`src/rtl/bit_stream_pkg.sv`:
```
`default_nettype none
// ============================================================================
//  Module      : bit_stream_pkg
//  Description : Shared types, constants and helpers for the bit-stream
//                serializer (state encoding, default word width, output-bit
//                index selection).
//  Revision    : 1.0 - initial release
// ============================================================================
package bit_stream_pkg;

    // Serializer control states: waiting for a word, or shifting one out.
    typedef enum logic [0:0] {
        IDLE  = 1'b0,
        SHIFT = 1'b1
    } state_t;

    localparam int unsigned C_DEFAULT_WIDTH = 8;

    // Index of the shift-register bit that is presented on the serial output.
    function automatic int unsigned out_bit_index(input int unsigned width,
                                                  input bit          msb_first);
        return msb_first ? (width - 1) : 0;
    endfunction

endpackage
`default_nettype wire

```
`src/rtl/bit_stream_serializer_if.sv`:
```
`default_nettype none
// ============================================================================
//  Module      : bit_stream_serializer_if
//  Description : Load handshake and serial output bundle of the serializer.
//                master = upstream/observer side, slave = serializer side.
//  Revision    : 1.0 - initial release
// ============================================================================
interface bit_stream_serializer_if #(
    parameter int WIDTH = 8
);
    logic             load_valid;
    logic [WIDTH-1:0] load_data;
    logic             load_ready;
    logic             bit_out;
    logic             bit_valid;
    logic             word_done;
    logic             busy;

    modport master (
        output load_valid,
        output load_data,
        input  load_ready,
        input  bit_out,
        input  bit_valid,
        input  word_done,
        input  busy
    );

    modport slave (
        input  load_valid,
        input  load_data,
        output load_ready,
        output bit_out,
        output bit_valid,
        output word_done,
        output busy
    );
endinterface
`default_nettype wire

```
`src/rtl/bit_stream_holdbuf.sv`:
```
`default_nettype none
// ============================================================================
//  Module      : bit_stream_holdbuf
//  Description : One-entry valid/ready holding register. Accepts a word only
//                when empty; the consumer drains it with a one-cycle take.
//  Revision    : 1.0 - initial release
// ============================================================================
module bit_stream_holdbuf #(
    parameter int WIDTH = 8
) (
    input  wire logic             clk,
    input  wire logic             rst,
    input  wire logic             in_valid,
    input  wire logic [WIDTH-1:0] in_data,
    output logic                  in_ready,
    input  wire logic             take,
    output logic                  out_valid,
    output logic [WIDTH-1:0]      out_data
);

    logic             valid_d, valid_q;
    logic [WIDTH-1:0] data_d,  data_q;

    // Readiness depends only on the stored flag, never on in_valid.
    assign in_ready  = !valid_q;
    assign out_valid = valid_q;
    assign out_data  = data_q;

    // Next-state: take and accept are mutually exclusive (full vs. empty).
    always_comb begin
        valid_d = valid_q;
        data_d  = data_q;
        if (take) begin
            valid_d = 1'b0;
        end
        if (in_valid && !valid_q) begin
            valid_d = 1'b1;
            data_d  = in_data;
        end
    end

    // Holding register state.
    always_ff @(posedge clk or posedge rst) begin
        if (rst) begin
            valid_q <= 1'b0;
            data_q  <= '0;
        end else begin
            valid_q <= valid_d;
            data_q  <= data_d;
        end
    end

endmodule
`default_nettype wire

```
`src/rtl/bit_stream_serializer.sv`:
```
`default_nettype none
// ============================================================================
//  Module      : bit_stream_serializer
//  Description : Parallel-in / serial-out stage. Buffers one word, shifts it
//                out one bit per clock with a valid qualifier and hands off
//                to the next buffered word without an idle gap.
//  Revision    : 1.0 - initial release
// ============================================================================
module bit_stream_serializer
    import bit_stream_pkg::*;
#(
    parameter int WIDTH      = C_DEFAULT_WIDTH,
    parameter bit MSB_FIRST  = 1'b1,
    parameter bit IDLE_LEVEL = 1'b0
) (
    input  wire logic              clk,
    input  wire logic              rst,
    bit_stream_serializer_if.slave bus
);

    localparam int          C_CNT_W   = $clog2(WIDTH);
    localparam int unsigned C_OUT_IDX = out_bit_index(WIDTH, MSB_FIRST);
    localparam logic [C_CNT_W-1:0] C_LAST = C_CNT_W'(WIDTH - 1);

    state_t               state_d, state_q;
    logic [WIDTH-1:0]     shift_d, shift_q;
    logic [C_CNT_W-1:0]   cnt_d,   cnt_q;

    logic                 w_hold_valid;
    logic [WIDTH-1:0]     w_hold_data;
    logic                 w_take;
    logic                 w_last;
    logic [WIDTH-1:0]     w_shift_next;

    logic                 w_bit_out;
    logic                 w_bit_valid;
    logic                 w_word_done;

    bit_stream_holdbuf #(
        .WIDTH (WIDTH)
    ) u_holdbuf (
        .clk       (clk),
        .rst       (rst),
        .in_valid  (bus.load_valid),
        .in_data   (bus.load_data),
        .in_ready  (bus.load_ready),
        .take      (w_take),
        .out_valid (w_hold_valid),
        .out_data  (w_hold_data)
    );

    // Move the shift register one position toward the output end.
    generate
        if (MSB_FIRST) begin : g_msb_first
            assign w_shift_next = {shift_q[WIDTH-2:0], 1'b0};
        end else begin : g_lsb_first
            assign w_shift_next = {1'b0, shift_q[WIDTH-1:1]};
        end
    endgenerate

    assign w_last = (state_q == SHIFT) && (cnt_q == C_LAST);
    // The held word moves into the shifter when idle, or on the last bit.
    assign w_take = w_hold_valid && ((state_q == IDLE) || w_last);

    // Next-state and output decode for the two-state shifter.
    always_comb begin
        state_d     = state_q;
        shift_d     = shift_q;
        cnt_d       = cnt_q;
        w_bit_valid = 1'b0;
        w_bit_out   = IDLE_LEVEL;
        w_word_done = 1'b0;
        case (state_q)
            IDLE: begin
                if (w_hold_valid) begin
                    shift_d = w_hold_data;
                    cnt_d   = '0;
                    state_d = SHIFT;
                end
            end
            SHIFT: begin
                w_bit_valid = 1'b1;
                w_bit_out   = shift_q[C_OUT_IDX];
                w_word_done = w_last;
                if (!w_last) begin
                    shift_d = w_shift_next;
                    cnt_d   = cnt_q + C_CNT_W'(1);
                end else if (w_hold_valid) begin
                    shift_d = w_hold_data;
                    cnt_d   = '0;
                end else begin
                    state_d = IDLE;
                end
            end
            default: begin
                state_d = IDLE;
            end
        endcase
    end

    // Shifter state register.
    always_ff @(posedge clk or posedge rst) begin
        if (rst) begin
            state_q <= IDLE;
            shift_q <= '0;
            cnt_q   <= '0;
        end else begin
            state_q <= state_d;
            shift_q <= shift_d;
            cnt_q   <= cnt_d;
        end
    end

    assign bus.bit_out   = w_bit_out;
    assign bus.bit_valid = w_bit_valid;
    assign bus.word_done = w_word_done;
    assign bus.busy      = (state_q == SHIFT) || w_hold_valid;

endmodule
`default_nettype wire

```
`src/flat_wrapper.sv`:
```
// flat-port wrapper written by rule: the top's interface ports become plain ports
module bit_stream_serializer_flat import bit_stream_pkg::*;
#(
    parameter int WIDTH      = C_DEFAULT_WIDTH,
    parameter bit MSB_FIRST  = 1'b1,
    parameter bit IDLE_LEVEL = 1'b0
)
  (clk, rst, bus_load_valid, bus_load_data, bus_load_ready, bus_bit_out, bus_bit_valid, bus_word_done, bus_busy);
  bit_stream_serializer_if #(.WIDTH(WIDTH)) bus_i ();
  input  wire logic clk;
  input  wire logic rst;
  input wire logic [$bits(bus_i.load_valid)-1:0] bus_load_valid;
  input wire logic [$bits(bus_i.load_data)-1:0] bus_load_data;
  output wire logic [$bits(bus_i.load_ready)-1:0] bus_load_ready;
  output wire logic [$bits(bus_i.bit_out)-1:0] bus_bit_out;
  output wire logic [$bits(bus_i.bit_valid)-1:0] bus_bit_valid;
  output wire logic [$bits(bus_i.word_done)-1:0] bus_word_done;
  output wire logic [$bits(bus_i.busy)-1:0] bus_busy;
  assign bus_i.load_valid = bus_load_valid;
  assign bus_i.load_data = bus_load_data;
  assign bus_load_ready = bus_i.load_ready;
  assign bus_bit_out = bus_i.bit_out;
  assign bus_bit_valid = bus_i.bit_valid;
  assign bus_word_done = bus_i.word_done;
  assign bus_busy = bus_i.busy;
  bit_stream_serializer #(.WIDTH(WIDTH), .MSB_FIRST(MSB_FIRST), .IDLE_LEVEL(IDLE_LEVEL)) u_core (.clk(clk), .rst(rst), .bus(bus_i));
endmodule
```
`config.mk`:
```
export PLATFORM = sky130hd
export DESIGN_NAME = bit_stream_serializer_flat
export DESIGN_NICKNAME = d
export VERILOG_FILES = /design/src/rtl/bit_stream_pkg.sv /design/src/rtl/bit_stream_serializer_if.sv /design/src/rtl/bit_stream_holdbuf.sv /design/src/rtl/bit_stream_serializer.sv /design/src/flat_wrapper.sv
export SDC_FILE = /design/constraint.sdc
export NUM_CORES = 1
export LEC_CHECK = 0
export ABC_AREA = 0
export BUFFER_PORTS_ARGS = -buffer_cell sky130_fd_sc_hd__buf_2
export CAP_MARGIN = 20
export CORE_MARGIN = 2
export CORE_UTILIZATION = 45
export CTS_BUF_LIST = sky130_fd_sc_hd__clkbuf_4 sky130_fd_sc_hd__clkbuf_8
export CTS_CLUSTER_DIAMETER = 60
export DETAILED_ROUTE_END_ITERATION = 10
export GPL_ROUTABILITY_DRIVEN = 1
export PLACE_DENSITY_LB_ADDON = 0.2
export SYNTH_ARGS = -nofsm -noshare
export SYNTH_HDL_FRONTEND = slang
export SYNTH_SLANG_ARGS = --single-unit
export TNS_END_PERCENT = 1
```
`constraint.sdc`:
```
create_clock -name clk -period 3 [get_ports clk]
set_input_delay 0.3 -clock clk [delete_from_list [all_inputs] [get_ports clk]]
set_output_delay 0.3 -clock clk [all_outputs]
set_load 0.01 [all_outputs]
```
Word-level counts from Yosys, hierarchy flattened
Index checks and enable logic that the tools add are counted.
{ "totals": {"ram_bits": 0, "romBits": 0, "mem_count": 0, "word_cells": 29, "register_bits": 21, "out_inout_bits": 5, "latchBits": 0} }
{ "op_classes": {"mul": 0, "shifts": 0, "div_mod_pow": 0, "n_eq_ne": 1, "muxes": 14, "reduce_logical": 7, "n_bitwise": 1, "addsub": 1, "n_lt_le_gt_ge": 0} }
{ "ops": {"columns": ["operator", "n"], "rows": [
  ["8-bit two-way mux", 2],
  ["8-bit one-hot mux with 2 select lines", 1],
  ["1-bit two-way mux", 7],
  ["3-bit two-way mux", 2],
  ["3-bit one-hot mux with 2 select lines", 1],
  ["3-bit by 1-bit adder with 3-bit output (second input constant)", 1],
  ["3-bit equality test (second input constant)", 1],
  ["1-bit logical AND", 3],
  ["1-bit logical OR", 2],
  ["1-bit one-hot mux with 2 select lines", 1],
  ["2-bit nonzero test", 1],
  ["1-bit zero test", 1],
  ["1-bit NOT", 1]
]} }

Longest topological paths before layout
{ "logic_depth": {"ltp_word": 6, "ltp_mapped": 6, "depth_no_buf": 5} }

Modules after synthesis
Synthesis repeated with hierarchy kept, for this count alone.
{ "unflattened": {"cells_unflattened": 67, "area_unflattened_um2": 1012.2} }
{ "modules_own_cells": {"columns": ["module", "seq_area_each_um2", "n_inst", "area_each_um2", "cells_per_inst"], "rows": [
  ["bit_stream_serializer", 300.3, 1, 634.4, 45],
  ["bit_stream_holdbuf", 225.2, 1, 377.9, 22]
]} }

Worst setup path before layout
Ideal clock, no wire load.
{ "synth_timing": {"path_kind": "register to register", "from": "register u_core.cnt_q[0]", "to": "register u_core.cnt_q[0]", "required_ps": 2875, "setup_slack_ps": 1636, "setup_time_ps": 125, "stages_incl_launch_ff": 6, "period_less_slack_ps": 1364, "path_buffers": 0, "arrival_ps": 1240, "path_cell_list": "dfrtp_1 ha_1 ha_1 and2b_1 nor2_1 mux2_2"} }
{ "synth_via": {"elab_chain_cells": 4} }
{ "synth_rtl": {"columns": ["item", "line_no", "source"], "rows": [
  ["from (decl)", "bit_stream_serializer.sv:27", "logic [C_CNT_W-1:0] cnt_d, cnt_q;"],
  ["from (signal assigned)", "bit_stream_serializer.sv:110", "cnt_q <= cnt_d;"],
  ["parallel branches: the longest is 3 deep, another holds 3-bit by 1-bit adder with 3-bit output", null, null],
  ["3-bit one-hot mux with 2 select lines *", "bit_stream_serializer.sv:73", "case (state_q)"],
  ["net u_core.cnt_d[0]", "bit_stream_serializer.sv:27", null]
]} }
Mark *: on every way through the listed nets, which the timed path passes.
A chain may end at the register's enable or synchronous reset.

Final worst setup path
Ends and elaborated chain as after synthesis.

==> summary by stage <==
Outcome
The run finished with clean final reports.

Yosys
After synthesis, the largest family of logic cells by area is multiplexers. By instance count, the leading cell after synthesis is dfrtp_1. The Yosys step of the flow raised 0 warnings. By count the netlist is led by dfrtp_1, nand2_1, o21ai_0. The flip-flop and latch count after synthesis is 21. The simple logic cell fraction of the synthesized area is 8.89%. The synthesized netlist devotes 2.65% of its cell area to adder and majority cells.

Counting distinct cell types in the post-synthesis netlist gives 16. The async set-reset flop share out of synthesis is 100%. The cell count after synthesis is 75. In the synthesized netlist the dominant register cell turns out to be dfrtp_1. In this run the cell area of the synthesized design comes to approximately 940 µm². Summing the sequential cell areas from Yosys gives approximately 56% of the chip area.

Yosys mapped a number of flops with a built-in enable equal to 0. In the post-synthesis netlist, the biggest area contributors are dfrtp_1, mux2_4, mux2i_1, o21ai_0, nand2_1. The top cell type by area accounts for 55.7% of the synthesized area.

Of the post-synthesis cell area, the part taken by muxes is between 20% and 30%. dfrtp_1 takes more of the synthesized area than any other cell. The synthesized netlist devotes ~5.7% of its cell area to compound gates.

The average instance in the mapped netlist occupies around 13 µm². The synthesized netlist net count is just under 90. The synthesized netlist devotes 0% of its cell area to XOR and XNOR gates.

Placement
The detailed placer's ending HPWL is approximately 960 µm. The number of placed instances, taps included is ~110. The final weighted congestion of routability-driven global placement is approximately 0.68. Timing analysis after detailed placement gives a worst setup slack of 1.15 ns. Buffers placed on the I/O ports in this run total 15. The cell area after placement is 1020 µm².

Final layout
Compared with the post-synthesis result, the final layout area differs by 11.0%. The filler cell count is roughly 190. The net count of the finished layout is 104. The sequential cell area is 526 µm².

The total inserted antenna cells is 0. The summed area of non-filler cells in the final layout is ~1000 µm². The proportion of layout cells with a drive suffix above 1 is about a third. The multi-input combinational cells in the finished layout cover a total of 374 µm². The number of standard cells in the layout, taps in and fillers out is between 100 and 150.

Die
The height of the chip is approximately 50 µm. The core region is 1960 µm². The initial cell density of the core is between 40% and 50%. The floorplan step set the die width to ~50 µm.

The area enclosed by the die boundary is 2480 µm². Row generation in the floorplan step produced 16 rows. The number of I/O pins is 16.

Drt
The DRC marker count from the first detailed-route iteration is 5. The post-detailed-route wirelength per cell is ~12 µm. The number of nets with antenna violations after detailed routing is 0.

The total iterations of the first detailed-routing run is 4. The post-detailed-route DRC marker count is 0. For this block, the routed nets add up to roughly 1400 µm of wire. Summing over every cut layer, the via total after detailed routing is 571. Dividing the detail-routed via count by the number of cells gives around 4.9.

STA
The final critical path takes up 61.7% of the cycle. Timing would allow up to 540 MHz. The number of pins with negative max-slew slack in the final report is 0. The number of hold violations in the final report is 0. The number of setup violations in the final report is 0. The worst clock skew is between 0.004 and 0.005 ns.

Setup repair after global routing left no endpoint under its margin. For the pin with the worst max-slew slack, the measured transition is 0.765 ns. The worst slew margin relative to its limit is between 40 and 50%. In the final timing run, aggregate negative setup slack is 0 ns. For the finished layout, the period the worst path requires is roughly 1.9 ns. After layout, the worst setup slack is 1.15 ns.

GRT
Summed over all layers, the global routing overflow is 0. The number of global-route vias before repair is a little under 600. The number of antenna violations at the first check in global routing was 0. Global routing used a little under a fifth of the available met1 tracks. In the global route stage, overall resource usage came out at 13.4%. Global routing consumed, on the met3 layer, under 10% of the routing resources.

In the global route stage, met2 resource usage came out at ~22%. The wire length of the first global-routing pass is approximately 2500 µm. The global routing's busiest layer is met2.

Entering global routing, the biggest net connects 23 pins.

Worst setup path
At the worst endpoint, the required time is 3.19 ns. The critical setup path kind is flip-flop to flip-flop. The most critical setup path has its endpoint at u_core.cnt_q[0]. The endpoint of the lowest-slack register-to-register path is u_core.cnt_q[0].

The worst-case register-to-register setup slack is ~1.1 ns. The highest net fanout along the worst path is 22. The nature of the critical path startpoint is a flip-flop.

The depth of the most critical reg-to-reg path is 5. The type of destination of the critical path is a flip-flop. The beginning of the critical path is u_core.cnt_q[0].

The startpoint identified for the worst register-to-register timing path is u_core.cnt_q[0]. At the worst endpoint, the arrival time is between 2 and 2.5 ns.

Min path
The class of the tightest hold or removal check is input port to async pin.

Clock tree
The TritonCTS clock tree is yes. The root buffer cell chosen for the clock tree is clkbuf_4. The quantity of hold-fixing buffers added after cts is 0.

Gates resized during post-CTS repair numbered 0. Clock-pin slew was measured on the worst setup and hold paths at 0.11 ns. In this run the deepest clock path goes through 2 buffers. The clock latency on the worst-skew pair is around 0.29 ns. After clock tree synthesis, the setup repair step added 0 buffers. Buffers inserted during clock tree synthesis total 3. The clock net in this run drives a total of 21 sinks. The number of levels in the clock H-tree is 1.

Power
The total chip power is ~1.0 mW. VDD sags by at most about 0.46 mV. In this run the static leakage power is 0.533 nW. The power density of the placed cells is around 970 nW/µm².

Run
The count of maximum capacitance violations is 0.
registers in the layout, summed over array words and instances (netlist names):
signal / count
u_core.shift_q: 8
u_core.u_holdbuf.out_valid: 1
u_core.state_q: 1
u_core.u_holdbuf.out_data: 8
u_core.cnt_q: 3
cell usage in the layout, fill, tap and decap left out, types with 3 or more instances in the layout:
cell type | netlist | layout
buf_2 | 2 | 15
mux2i_1 | 8 | 8
mux2_4 | 8 | 8
o21ai_0 | 9 | 9
inv_1 | 3 | 3
clkbuf_4 | 0 | 3
nand2_1 | 11 | 11
dfrtp_1 | 21 | 21
metrics by stage:
stage,hold slack (ns),utilization [%]
after floorplan,0.277,-
after global placement,0.461,52.0
after detailed placement,0.470,52.0
after CTS,0.144,53.4
after global routing,0.178,53.4
final,0.116,53.4
cells by family after synthesis:
family / after synthesis
AO/OA/AOI/OAI: 10
adder cells (fa/ha/maj): 2
buffers and inverters: 7
flip-flops: 21
multiplexers: 17
AND/OR/NAND/NOR: 18
per-layer routing:
metal | wire (µm) | up-vias | share of wire [%]
li1 | - | 282 | -
met1 | 705 | 279 | 51
met2 | 632 | 10 | 46
met3 | 48 | 0 | 3.5
met4 | 0 | 0 | 0
met5 | 0 | - | 0
area by class of cell:
| class | count | share of cell area, % |
|---|---|---|
| Clock buffer | 3 | 2.15 |
| Clock inverter | 1 | 0.478 |
| Inverter | 3 | 1.08 |
| Multi-Input combinational cell | 47 | 35.7 |
| Sequential cell | 21 | 50.2 |
| Tap cell | 27 | 3.23 |
| Timing Repair Buffer | 15 | 7.17 |
power by group:
group	total (mW)	internal [mW]	switching, mW
combinational	0.375	0.216	0.159
sequential	0.508	0.407	0.100
clock	0.131	0.0496	0.0813
critical path, stage by stage, from the launching register on:
cell,delay (ns)
dfrtp_1,0.40
ha_1,0.20
ha_1,0.18
and2b_1,0.56
nor2_1,0.11
mux2_2,0.28
worst min path at each step:
stage | from | to | slack, ns | cells after the start
CTS | rst | u_core.u_holdbuf.out_data[4] | 0.14 | 2
detailed placement | u_core.shift_q[0] | u_core.shift_q[1] | 0.47 | 2
global placement | u_core.shift_q[4] | u_core.shift_q[5] | 0.46 | 2
floorplan | rst | u_core.cnt_q[0] | 0.28 | 1
finish | rst | u_core.u_holdbuf.out_data[5] | 0.12 | 2
global route | rst | u_core.u_holdbuf.out_data[4] | 0.18 | 2
Power figures use the tool's default switching activity.
